--- src/rtl/program_sequencer.sv ---
// Program sequencer: holds up to 16 instruction words and offers them one at a time to a
// controller, which acknowledges each one by moving its address. A fixed gap follows each acknowledgement.
module program_sequencer #(
    parameter int GAP_CYCLES = 2
) (
    input  logic        clk,
    input  logic        reset,
    input  logic        wr_valid,
    input  logic [19:0] wr_data,
    output logic        wr_ready,
    input  logic        clear,
    input  logic        start,
    input  logic        abort,
    input  logic [3:0]  address,
    output logic [3:0]  opcode,
    output logic [7:0]  operand_b,
    output logic [7:0]  operand_a,
    output logic        op,
    output logic [4:0]  count,
    output logic        busy,
    output logic        done
);

    localparam int GAP_W = (GAP_CYCLES < 2) ? 1 : $clog2(GAP_CYCLES + 1);

    typedef enum logic [1:0] {
        IDLE,
        ISSUE,
        WAIT
    } state_t;

    state_t             state_q, state_d;
    logic [4:0]         count_q, count_d;
    logic [4:0]         issued_q, issued_d;
    logic [3:0]         last_addr_q, last_addr_d;
    logic [GAP_W-1:0]   gap_q, gap_d;
    logic               done_q, done_d;
    logic [19:0]        mem_q [16];
    logic               wr_en;
    logic [4:0]         count_inc;

    // NOTE: every signal written here gets a default first, so no path leaves one unassigned (no latches).
    always_comb begin
        wr_ready    = (state_q == IDLE) && (count_q < 5'd16) && !clear;
        wr_en       = wr_valid && wr_ready;
        count_inc   = wr_en ? count_q + 5'd1 : count_q;
        state_d     = state_q;
        count_d     = count_q;
        issued_d    = issued_q;
        last_addr_d = last_addr_q;
        gap_d       = gap_q;
        done_d      = 1'b0;

        case (state_q)
            IDLE: begin
                if (clear) begin
                    count_d = 5'd0;
                end else begin
                    count_d = count_inc;
                    // A word written in the same cycle as start counts towards the program.
                    if (start) begin
                        if (count_inc != 5'd0) begin
                            state_d     = ISSUE;
                            issued_d    = 5'd0;
                            last_addr_d = address;
                        end else begin
                            done_d = 1'b1;
                        end
                    end
                end
            end
            ISSUE: begin
                if (abort) begin
                    state_d = IDLE;
                end else if (address != last_addr_q) begin
                    issued_d    = issued_q + 5'd1;
                    last_addr_d = address;
                    gap_d       = GAP_W'(GAP_CYCLES);
                    state_d     = WAIT;
                end
            end
            WAIT: begin
                if (abort) begin
                    state_d = IDLE;
                    gap_d   = '0;
                end else if (gap_q <= GAP_W'(1)) begin
                    gap_d   = '0;
                    state_d = (issued_q == count_q) ? IDLE : ISSUE;
                    done_d  = (issued_q == count_q);
                end else begin
                    gap_d = gap_q - GAP_W'(1);
                end
            end
            default: state_d = IDLE;
        endcase
    end

    // NOTE: sequential state uses non-blocking assignments so all registers update together at the edge.
    always_ff @(posedge clk or posedge reset) begin
        if (reset) begin
            state_q     <= IDLE;
            count_q     <= 5'd0;
            issued_q    <= 5'd0;
            last_addr_q <= 4'd0;
            gap_q       <= '0;
            done_q      <= 1'b0;
        end else begin
            state_q     <= state_d;
            count_q     <= count_d;
            issued_q    <= issued_d;
            last_addr_q <= last_addr_d;
            gap_q       <= gap_d;
            done_q      <= done_d;
        end
    end

    // NOTE: the instruction store has no reset; count_q alone says which entries are meaningful.
    always_ff @(posedge clk) begin
        if (wr_en) begin
            mem_q[count_q[3:0]] <= wr_data;
        end
    end

    assign {opcode, operand_b, operand_a} = mem_q[address];
    assign op    = (state_q == ISSUE);
    assign busy  = (state_q != IDLE);
    assign done  = done_q;
    assign count = count_q;

endmodule

--- config.mk ---
export PLATFORM = sky130hd
export DESIGN_NAME = program_sequencer
export DESIGN_NICKNAME = d
export VERILOG_FILES = /design/src/rtl/program_sequencer.sv
export SDC_FILE = /design/constraint.sdc
export NUM_CORES = 1
export LEC_CHECK = 0
export ABC_CLOCK_PERIOD_IN_PS = 6100
export CAP_MARGIN = 10
export CORE_ASPECT_RATIO = 1.2
export CORE_MARGIN = 8
export CORE_UTILIZATION = 30
export DETAILED_ROUTE_END_ITERATION = 10
export DONT_BUFFER_PORTS = 1
export PLACE_DENSITY_LB_ADDON = 0.25
export SYNTH_ARGS = -nofsm -noshare
export SYNTH_HDL_FRONTEND = slang
export SYNTH_SLANG_ARGS = --single-unit
--- constraint.sdc ---
create_clock -name clk -period 6.1 [get_ports clk]
set_input_delay 0.305 -clock clk [delete_from_list [all_inputs] [get_ports clk]]
set_output_delay 0.305 -clock clk [all_outputs]
set_load 0.01 [all_outputs]
==> metrics.txt <==
top layer used by detailed routing=met5; Area Growth Syn to Fin=16.6%; total congestion overflow=0; initial antenna violation count=1; total wire length=29.2 mm; Die Ht=~250 µm; drt first-iter violations=437; drt pass-1 iters=4; Worst Hold Launch=abort; DP HPWL=15.7 mm; WHS Endpoint=state_q[0]; ANT nets after route=0; R2R Setup Slk=between 3000 and 4000 ps; DP Area=14000 µm²; post-synthesis sequential area ratio=76.1%; Starting Density=slightly above 30%; Placed Instances=about 1100; Slew @ Worst Pin=around 750 ps; max cap viols=0; clock slew at reported path FFs=60 ps; hold crit path type=in -> reg; flops & latches, synth=339; io pins=59; Synth Cell Area=13300 µm²; post-route cell area=approximately 15000 µm²; WL/cell=23.9 µm; Synthesized Nets=616; critical path class=reg -> reg; final std cells w/o fill=1219; synth warn=0; Data required, critical path=6500 ps; diode count=0; final hold slack=28.1 ps; EDFF count, synth=320; Yosys cell types=47; Clock Path Buffers=3; outcome=finished clean; arrival time worst endpoint=2880 ps; Syn Area/Cell=22.8 µm²; clk root buf=clkbuf_16; GPL Wtd Cong=0.784; CP max FO=10; TritonCTS buffer count=34; skew final=9.01 ps; clk sink count=339; Max Fclk=402 MHz; endpoints failing setup=0; met1 wire length=~12 mm; Tot Pwr=5.28 mW; clock latency on the worst-skew pair=520 ps; drt via density=4.90; Slew HR=49.9%; Max Slew Vio Count=0; fin util=35.4%; pre-CTS WS=around 3600 ps; most frequent cells in the layout=320 x edfxtp_1, 100 x mux4_2, 37 x clkbuf_16; type of origin of the critical path=flop; Die X=208 µm; reg-to-reg critical path startpoint=count[0]; # rows=84; FFs w/ async S/R, synth=5.60%; RSZ-0062 raised after global routing=false; CTS tree=yes; Final period util=40.8%; cells after synthesis=581; IO buf count=0; first-pass GRT wire length=about 43 mm; met2 wire len=15.6 mm; DRC=0; setup ws final=roughly 3600 ps; VDD IR max=179 µV; GRT Util Overall=11.3%; worst reg2reg endpoint=last_addr_q[0]; Final #Nets=669; share of cells above drive strength 1=29.8%; PwrDens=342 nW/µm²; met3 routed WL=1.20 mm; minimum clock period=2490 ps; via count=approximately 6000; commonest non-fill, non-tap cell in the layout=edfxtp_1; setup tns final=0 ps; H-tree levels=2; largest net degree at the start of global routing=83; worst hold stages=2; post-CTS setup repair buffer count=0; Leak Pwr=about 5 nW; prevailing post-synth register cell=edfxtp_1; vias in the first global route=around 6400; hold buffers post-CTS=27; die area=51200 µm²; Reg2Reg Depth=6; Core Area=43700 µm²; Worst Setup End Kind=flop; Hold Fails Final Rpt=0; post-CTS resize count=0
-- layer usage --
| metal | vias up | global-route usage [%] |
|---|---|---|
| met5 | - | 0 |
| met4 | 2 | 3.36 |
| met3 | 39 | 2.28 |
| met2 | 130 | 20.7 |
| met1 | 3231 | 13.4 |
| li1 | 2572 | - |
-- cell type report --
cell class	count	area [µm²]
clock buffers	44	952
clock inverters	18	225
fillers	4011	28300
inverters	7	26.3
multi-input cells	208	3070
flip-flops and latches	339	10100
well taps	559	699
repair buffers	44	398
-- cell families (layout without fill, tap and decap cells) --
kind of cell / after synthesis / after routing / share of synthesized area (%)
AOI/OAI and AO/OA: 29 / 29 / 1.63
muxes: 106 / 106 / 17.6
buffers and inverters: 34 / 113 / 1.10
adders and majority gates: 5 / 5 / 0.472
DFF: 339 / 339 / 76.1
and+or+nand+nor: 58 / 58 / 2.38
xor gates and xnor gates: 10 / 10 / 0.661
-- synth_stat cells (6+ instances only) --
| library cell | number | share of area (%) |
|---|---|---|
| o21ai_0 | 7 | 0.26 |
| nor3_1 | 7 | 0.26 |
| inv_1 | 7 | 0.20 |
| mux4_2 | 100 | 17 |
| clkbuf_1 | 16 | 0.45 |
| xnor2_1 | 6 | 0.40 |
| dfrtp_1 | 19 | 3.6 |
| buf_2 | 8 | 0.30 |
| edfxtp_1 | 320 | 73 |
| nand2_1 | 10 | 0.28 |
| nor2_1 | 18 | 0.51 |
-- how the worst max path moves through the flow --
stage,cells after the start,end,slack (ps),from
6_report,6,last_addr_q[0],3610,count[0]
2_1_floorplan,4,mem_q[0][0],3120,count[4]
3_3_place_gp,6,issued_q[1],3700,count[0]
4_1_cts,6,last_addr_q[0],3620,count[0]
3_5_place_dp,6,last_addr_q[2],3620,count[0]
5_1_grt,6,last_addr_q[0],3500,count[0]
-- flip-flops by register name, indices dropped and copies added (netlist names) --
name	flops
mem_q	320
count	5
issued_q	5
last_addr_q	4
gap_q	2
state_q	2
done	1
-- report_power, final --
| group | internal [mW] | leakage (nW) | switching [mW] |
|---|---|---|---|
| Sequential | 2.63 | 3.13 | 0.0676 |
| Clock | 1.32 | 0.576 | 0.863 |
| Combinational | 0.193 | 1.16 | 0.211 |
| Total | 4.14 | 4.87 | 1.14 |
-- worst max-delay path, stage by stage, from the launching register on --
cell,delay [ps]
dfrtp_1,600
inv_1,120
ha_1,340
a311oi_1,240
a22oi_1,170
o32a_1,550
mux2_4,360
(Power assumes the default switching activity.)
